<file path="src/rtl/ssp_tx_serializer.sv">
// rtl/ssp_tx_serializer.sv - SSP transmit serializer: FIFO pop, PCLK/2 serial clock, framed serial output.
// Define SSP_TX_LSB_FIRST_EN to transmit LSB first; the default build is MSB first.
module ssp_tx_serializer #(
    parameter int DATA_WIDTH = 8
) (
    input  logic                  PCLK,
    input  logic                  CLEAR_B,
    input  logic [DATA_WIDTH-1:0] TX_DATA,
    input  logic                  TX_EMPTY,
    output logic                  TX_POP,
    output logic                  SSPCLKOUT,
    output logic                  SSPFSSOUT,
    output logic                  SSPTXD,
    output logic                  SSPOE_B,
    output logic                  TX_BUSY
);

    localparam int CW = $clog2(DATA_WIDTH);
    localparam logic [CW-1:0] CNT_LAST = CW'(DATA_WIDTH - 1);

    typedef enum logic [1:0] {IDLE, SYNC, SHIFT} state_t;

    state_t                state_q, state_d;
    logic [CW-1:0]         cnt_q, cnt_d;
    logic [DATA_WIDTH-1:0] shreg_q, shreg_d;
    logic                  sclk_q, sclk_d;
    logic                  fss_q, fss_d;
    logic                  txd_q, txd_d;
    logic                  oe_b_q, oe_b_d;
    logic                  pop_q, pop_d;
    logic                  busy_q, busy_d;

    logic                  out_bit;
    logic [DATA_WIDTH-1:0] shreg_next;

`ifdef SSP_TX_LSB_FIRST_EN
    assign out_bit    = shreg_q[0];
    assign shreg_next = {1'b0, shreg_q[DATA_WIDTH-1:1]};
`else
    assign out_bit    = shreg_q[DATA_WIDTH-1];
    assign shreg_next = {shreg_q[DATA_WIDTH-2:0], 1'b0};
`endif

    always_ff @(posedge PCLK or negedge CLEAR_B) begin
        if (!CLEAR_B) begin
            state_q <= IDLE;
            cnt_q   <= '0;
            shreg_q <= '0;
            sclk_q  <= 1'b0;
            fss_q   <= 1'b0;
            txd_q   <= 1'b0;
            oe_b_q  <= 1'b1;
            pop_q   <= 1'b0;
            busy_q  <= 1'b0;
        end else begin
            state_q <= state_d;
            cnt_q   <= cnt_d;
            shreg_q <= shreg_d;
            sclk_q  <= sclk_d;
            fss_q   <= fss_d;
            txd_q   <= txd_d;
            oe_b_q  <= oe_b_d;
            pop_q   <= pop_d;
            busy_q  <= busy_d;
        end
    end

    // Everything except the clock and the pop strobe moves only on a rise edge (sclk_q currently 0).
    always_comb begin
        state_d = state_q;
        cnt_d   = cnt_q;
        shreg_d = shreg_q;
        sclk_d  = ~sclk_q;
        fss_d   = fss_q;
        txd_d   = txd_q;
        oe_b_d  = oe_b_q;
        pop_d   = 1'b0;
        busy_d  = busy_q;
        if (!sclk_q) begin
            case (state_q)
                IDLE: begin
                    if (!TX_EMPTY) begin
                        shreg_d = TX_DATA;
                        fss_d   = 1'b1;
                        oe_b_d  = 1'b0;
                        txd_d   = 1'b0;
                        busy_d  = 1'b1;
                        pop_d   = 1'b1;
                        state_d = SYNC;
                    end
                end
                SYNC: begin
                    fss_d   = 1'b0;
                    txd_d   = out_bit;
                    shreg_d = shreg_next;
                    cnt_d   = CNT_LAST;
                    state_d = SHIFT;
                end
                SHIFT: begin
                    if (cnt_q == '0) begin
                        // Last bit has been held a full period with nothing queued behind it.
                        oe_b_d  = 1'b1;
                        txd_d   = 1'b0;
                        busy_d  = 1'b0;
                        state_d = IDLE;
                    end else begin
                        txd_d   = out_bit;
                        shreg_d = shreg_next;
                        cnt_d   = cnt_q - CW'(1);
                        // Back-to-back: the next frame's sync overlaps this last bit.
                        if (cnt_q == CW'(1) && !TX_EMPTY) begin
                            fss_d   = 1'b1;
                            shreg_d = TX_DATA;
                            pop_d   = 1'b1;
                            cnt_d   = CNT_LAST;
                            state_d = SYNC;
                        end
                    end
                end
                default: state_d = IDLE;
            endcase
        end
    end

    assign TX_POP    = pop_q;
    assign SSPCLKOUT = sclk_q;
    assign SSPFSSOUT = fss_q;
    assign SSPTXD    = txd_q;
    assign SSPOE_B   = oe_b_q;
    assign TX_BUSY   = busy_q;

endmodule
</file>
<file path="config.mk">
export PLATFORM = sky130hd
export DESIGN_NAME = ssp_tx_serializer
export DESIGN_NICKNAME = d
export VERILOG_FILES = /design/src/rtl/ssp_tx_serializer.sv
export SDC_FILE = /design/constraint.sdc
export NUM_CORES = 1
export LEC_CHECK = 0
export CORE_UTILIZATION = 47
export DETAILED_ROUTE_END_ITERATION = 12
export PLACE_DENSITY = 0.74
export SLEW_MARGIN = 10
export SYNTH_ARGS = -nofsm -noshare
export SYNTH_HDL_FRONTEND = slang
export SYNTH_SLANG_ARGS = --single-unit
</file>
<file path="constraint.sdc">
create_clock -name PCLK -period 1.69 [get_ports PCLK]
set_input_delay 0.4225 -clock PCLK [delete_from_list [all_inputs] [get_ports PCLK]]
set_output_delay 0.4225 -clock PCLK [all_outputs]
set_load 0.03 [all_outputs]
</file>
==> impl_metrics.yaml, run 1 <==
layout:
  largest_reg_flops: 8
  finish.utilization_pct: 73.0
  fin_cells: 169
  area_delta_synth_final_pct: 40.3
  regMostFlops: "shreg_q"
  num_antenna_cells: 0
  final_design_area_no_fill_mm2: 0.00149
  fin_nets: 163
  drive_above_1_share_pct: 31.0
  reg.largest.list: "shreg_q: 8 flops, cnt_q: 3 flops, state_q: 2 flops"
  fill_cells: 153
critical_path:
  required_ps: 1890
  crit_fanout: 5
  rrSetupSlack_ps: 40
  worst-r2r-cell-count: 5
  worstSetupPathType: "reg2reg"
  reg2reg_from: "cnt_q[0]"
  critPathCaptureType: "flop"
  rr_endpoint: "state_q[1]"
  startpoint_type: "flop"
  worstPathArrival_ps: 1850
grt:
  overflow: 0
  use_met3_pct: 4.01
  grt-busiest-layer: "met2"
  grt_pass1_wl_mm: 3.66
  track_usage_pct: 19.8
  grtUsageMet1_pct: 24.0
  grt_max_degree: 20
  antenna_found_initial: 0
  grt_pass1_vias: 851
  grtUsageMet2_pct: 33.6
logic_synthesis:
  netlist.area_leader.share_pct: 42.4
  yosys.area.top_type: "dfrtp_1"
  synthFlopType: "dfrtp_1"
  synth_cell_types: 31
  synth_enable_flop_cells: 0
  synthesis.nets: 124
  ys_seq_area_share_pct: 44.9
  ys_warn_count: 0
  syn_inst: 104
  postSynth.asyncResetShare_pct: 100
  synth_area_mm2: 0.00106
  synth.avg_cell_area_um2: 10.2
  ys_ff_latch: 19
  synth.area.top_cells: "dfrtp_1 (42%), ha_1 (11%), a22oi_1 (4.9%)"
route:
  route.vias.total: 925
  detail_route.wl_per_cell_um: 14.1
  drtIter0Drc: 27
  route.detailed.drc: 0
  routed_wl_mm: 2.38
  dr.pass1.iters: 4
  viasPerCell: 5.47
  antenna_left: 0
min_path:
  hold_start: "TX_EMPTY"
  hp-class: "in2reg"
  hold_depth: 2
  hold_path_end: "TX_POP"
sta:
  slew_violations: 0
  hold-worst-slack_ps: 429
  fin_crit_sh_pct: 97.9
  finalSetupViolCount: 0
  rsz0062_at_grt: "yes"
  max_slew_margin_pct: 79.7
  fin_ws_ps: 35.9
  worst-slew-pin-transition_ps: 305
  fin_setup_tns_ps: 0
  fmaxAchievable_mhz: 605
  finalCriticalPeriod_ps: 1650
  skew_ps: 1.24
  final-hold-violation-count: 0
clock_network:
  cts_tree: "done"
  clk_path_buf_depth: 2
  path_clk_slew_ps: 100
  cts_root_buffer: "clkbuf_4"
  cts_max_level: 1
  cts_made_buffers: 3
  clock-sinks: 19
  clk_latency_ps: 300
floorplan:
  initial_core_util_pct: 52.0
  core_mm2: 0.00204
  die_y_um: 49.5
  io_pins: 17
  rows: 16
  die_w_um: 49.5
  fp.dieArea_mm2: 0.00245
place:
  dpl_cell_area_mm2: 0.00136
  dp_hpwl_mm: 1.63
  portBuffers: 16
  place_ws_ps: -259
  gp_congestion: 0.774
  place_inst: 159
pwr:
  power_mw: 2.34
  irDropWorstVdd_mv: 0.951
  p_per_area_mw_per_mm2: 1570
  p_leak_nw: 0.669
outcome:
  status: "finished, final reports clean"
job:
  cap_viol_max_count: 0
==> area by class of cell <==
type	instances	area, um^2	area share [%]
inverter	9	33.8	2.27
tap	27	33.8	2.27
clock buffer	4	26.3	1.76
timing repair buffer	36	319	21.4
sequential	19	477	32.0
multi-input combinational	74	601	40.3
==> synthesized netlist by cell type (2+ instances only) <==
master,count
a21oi_1,5
ha_1,9
a22oi_1,7
o21ai_0,6
nor3_1,3
nand2_1,12
inv_1,9
nor2_1,4
dfrtp_1,18
mux2i_1,2
o21ai_2,2
o21bai_1,3
o21ai_1,6
==> placed cells by master, fill, tap and decap left out, drive strengths merged <==
| cell type | count |
|---|---|
| a22oi | 7 |
| inv | 9 |
| nor3 | 3 |
| o21bai | 3 |
| a22o | 1 |
| mux2 | 1 |
| a311o | 1 |
| dlygate4sd2 | 5 |
| dlymetal6s2s | 1 |
| clkdlybuf4s15 | 1 |
| a31oi | 2 |
| a41oi | 1 |
| buf | 20 |
| o211ai | 1 |
| nand2 | 12 |
| clkdlybuf4s50 | 9 |
| and3 | 1 |
| dfstp | 1 |
| o21ai | 15 |
| clkbuf | 4 |
| ha | 9 |
| o31ai | 1 |
| a311oi | 1 |
| a21o | 1 |
| a21oi | 6 |
| nor2 | 4 |
| nor2b | 1 |
| mux2i | 2 |
| or3b | 1 |
| dfrtp | 18 |
==> worst max-delay path by stage <==
stage                  to  startpoint  cells after the start
2_1_floorplan  shreg_q[1]  state_q[0]                      7
3_3_place_gp   shreg_q[7]    TX_EMPTY                      5
3_5_place_dp   shreg_q[5]    TX_EMPTY                      5
4_1_cts           SSPOE_B     SSPOE_B                      1
5_1_grt        state_q[1]    cnt_q[0]                      5
6_report       state_q[1]    cnt_q[0]                      5
==> worst max-delay path: stages, from the launching register on <==
cell and delay [ps]:
dfrtp_1 430, inv_1 140, ha_2 270, o21ai_0 140, a21oi_1 220, mux2_2 360
==> report_power, final <==
group | switching [mW] | leakage, nW | internal [mW]
Sequential | 0.116 | 0.224 | 0.636
Clock | 0.142 | 0.0150 | 0.0922
Combinational | 0.745 | 0.430 | 0.608
==> timing repair <==
action	CTS	global route
pin swaps	0	4
setup endpoints to repair	15	15
gates resized for setup	8	14
hold buffers	0	0
endpoints found under the hold margin	0	0
buffers inserted	0	6
==> layer usage <==
layer / part of all wire [%] / wire length (um)
met4: 2.3 / 55
met3: 3.9 / 94
met2: 50 / 1190
met1: 44 / 1040
met5: 0 / 0
==> cells by family after synthesis <==
family | Yosys count | synth area share [%]
and+or+nand+nor | 22 | 9.30
muxes | 3 | 2.94
DFF | 19 | 44.9
AOI/OAI and AO/OA | 40 | 27.3
buffers and inverters | 11 | 4.95
adders and majority gates | 9 | 10.6
Power figures use the tool's default switching activity.
==> run 2: changes to the inputs <==
--- a/config.mk
+++ b/config.mk
@@ -5,9 +5,11 @@
 export SDC_FILE = /design/constraint.sdc
 export NUM_CORES = 1
 export LEC_CHECK = 0
-export CORE_UTILIZATION = 47
+export CORE_UTILIZATION = 49
+export CTS_BUF_LIST = sky130_fd_sc_hd__clkbuf_4 sky130_fd_sc_hd__clkbuf_8
 export DETAILED_ROUTE_END_ITERATION = 12
-export PLACE_DENSITY = 0.74
+export HOLD_SLACK_MARGIN = 0.08
+export PLACE_DENSITY = 0.77
 export SLEW_MARGIN = 10
 export SYNTH_ARGS = -nofsm -noshare
 export SYNTH_HDL_FRONTEND = slang
==> run 2 against run 1 <==
Critical path depth is 2 higher. Clock-buffer cell count is 1 lower. Largest cell class unchanged. Core utilization is 6.1 points higher. Sequential power is 4.4% higher.
==> impl_metrics.yaml, run 2 (same netlist as run 1, synthesis figures left out) <==
outcome:
  status: "finished, final reports clean"
pwr:
  power.switching_mw: 1.16
  comb_power_share_pct: 61.3
  p_sw_share_pct: 43.7
  seqPwrFrac_pct: 29.6
  irDropWorstVdd_mv: 1.12
  internal_power_mw: 1.49
  power_mw: 2.65
  power_frac_clock_pct: 9.0
  p_per_area_mw_per_mm2: 1670
  p_leak_nw: 0.695
grt:
  track_usage_pct: 24.1
  grt_pass1_wl_mm: 4.28
  antenna_found_initial: 0
  grt_max_degree: 20
  grt_pass1_vias: 933
  overflow: 0
critical_path:
  startpoint_type: "flop"
  worstPathArrival_ps: 1910
  cpMostUsedCell: "buf_4"
  rrSetupSlack_ps: 10
  path_cells: "inv_2 > buf_4 > ha_1 > buf_4 > a311o_4 > a21oi_2 > mux2i_1"
  slowest_delay_ps: 380
  critPathCaptureType: "flop"
  cpMaxStageDelayCell: "dfrtp_1"
  crit_fanout: 4
  required_ps: 1930
  worstSetupPathType: "reg2reg"
floorplan:
  die_w_um: 48.6
  rows: 16
  initial_core_util_pct: 53.1
  die_y_um: 48.6
  core_mm2: 0.00200
  io_pins: 17
  fp.dieArea_mm2: 0.00236
sta:
  skew_ps: 1.17
  final-hold-violation-count: 0
  hold-worst-slack_ps: 436
  worst-slew-pin-transition_ps: 308
  finalSetupViolCount: 0
  slew_violations: 0
  rsz0062_at_grt: "yes"
  fin_crit_sh_pct: 99.3
  max_slew_margin_pct: 79.5
  finalCriticalPeriod_ps: 1680
  fmaxAchievable_mhz: 596
clock_network:
  cts_root_buffer: "clkbuf_4"
  cts_made_buffers: 3
  path_clk_slew_ps: 110
  hold_buffers: 0
  cts_tree: "done"
  cts_max_level: 1
  clock-sinks: 19
  clk_path_buf_depth: 2
  clk_latency_ps: 310
layout:
  final_common_cell: "buf_4"
  finish.utilization_pct: 79.1
  reg.largest.list: "shreg_q: 8 flops, cnt_q: 3 flops, state_q: 2 flops"
  final_design_area_no_fill_mm2: 0.00158
  fin_cells: 173
  fill_cells: 123
  fin_nets: 167
  drive_above_1_share_pct: 42.5
  num_antenna_cells: 0
  multiInputGateArea_um2: 653
  largest_reg_flops: 8
  area_delta_synth_final_pct: 49.1
  regArea_um2: 477
  final_cell_mix: "buf_4 (22), dfrtp_1 (18), clkdlybuf4s50_1 (10)"
  regMostFlops: "shreg_q"
place:
  dpl_cell_area_mm2: 0.00140
  dp_hpwl_mm: 1.74
  portBuffers: 16
  place_inst: 164
  gp_congestion: 0.769
min_path:
  hp-class: "in2async"
route:
  drtIter0Drc: 18
  viasPerCell: 5.42
  antenna_left: 0
  dr.pass1.iters: 4
  detail_route.wl_per_cell_um: 15.4
  route.detailed.drc: 0
  route.vias.total: 937
  routed_wl_mm: 2.67
job:
  cap_viol_max_count: 0
[run 2: cell count changes in the layout (fill, tap and decap cells not counted), moves of 2 or more]
cell     before  now
o21ai_0       6    4
a22oi_1       4    0
ha_2          2    0
o21ai_2       2    4
nand2_2       0    7
a22oi_2       3    7
nand2_1      12    5
buf_4        19   22
[run 2: final cells by class]
type	instances	area share, %
Clock buffer	3	1.42
Sequential cell	19	30.1
Multi-Input combinational cell	74	41.2
Timing Repair Buffer	40	22.7
Tap cell	27	2.13
Inverter	9	2.13
Clock inverter	1	0.316
[run 2: path summary, 6_finish.rpt]
| check | start | depth (start not counted) | endpoint |
|---|---|---|---|
| max | cnt_q[1] | 7 | SSPFSSOUT |
| min | CLEAR_B | 2 | cnt_q[1] |
| max reg2reg | cnt_q[1] | 7 | SSPFSSOUT |
| min reg2reg | shreg_q[1] | 2 | shreg_q[1] |
| max in group asynchronous | CLEAR_B | 2 | SSPOE_B |
| min in group PCLK | shreg_q[1] | 2 | shreg_q[1] |
[run 2: power groups by stage]
stage | clock, mW | sequential [mW] | combinational (mW)
3_3_place_gp | 0 | 0.753 | 1.16
3_5_place_dp | 0 | 0.767 | 1.22
4_1_cts | 0.241 | 0.759 | 1.36
5_1_grt | 0.266 | 0.803 | 1.74
2_1_floorplan | 0 | 0.844 | 0.647
6_report | 0.240 | 0.785 | 1.62
[run 2: metrics by stage]
step                      setup TNS [ps]  setup slack, ps
after floorplan                        0             35.8
after global placement             -2070             -226
after detailed placement           -2700             -278
after CTS                              0             4.22
after global routing                -212            -70.3
final                                  0             11.2
[run 2: per-layer routing]
metal | share of wire, % | up-vias | track usage, %
met5 | 0 | - | 0
met4 | 0.79 | 0 | 8.82
met3 | 4.4 | 2 | 4.40
met2 | 52 | 21 | 41.1
met1 | 43 | 456 | 30.4
li1 | - | 458 | -
[run 2: repair_timing]
item / CTS / global route
buffers inserted: 3 / 2
gates resized for setup: 17 / 20
endpoints found under the hold margin: 0 / 0
pin swaps: 2 / 5
setup endpoints to repair: 18 / 16
[run 2: critical path, delay by kind of cell, from the launching register on]
kind | cells | cell delay [ps]
AOI/OAI and AO/OA | 2 | 480
DFF | 1 | 380
buffers and inverters | 3 | 350
muxes | 1 | 210
adders and majority gates | 1 | 190
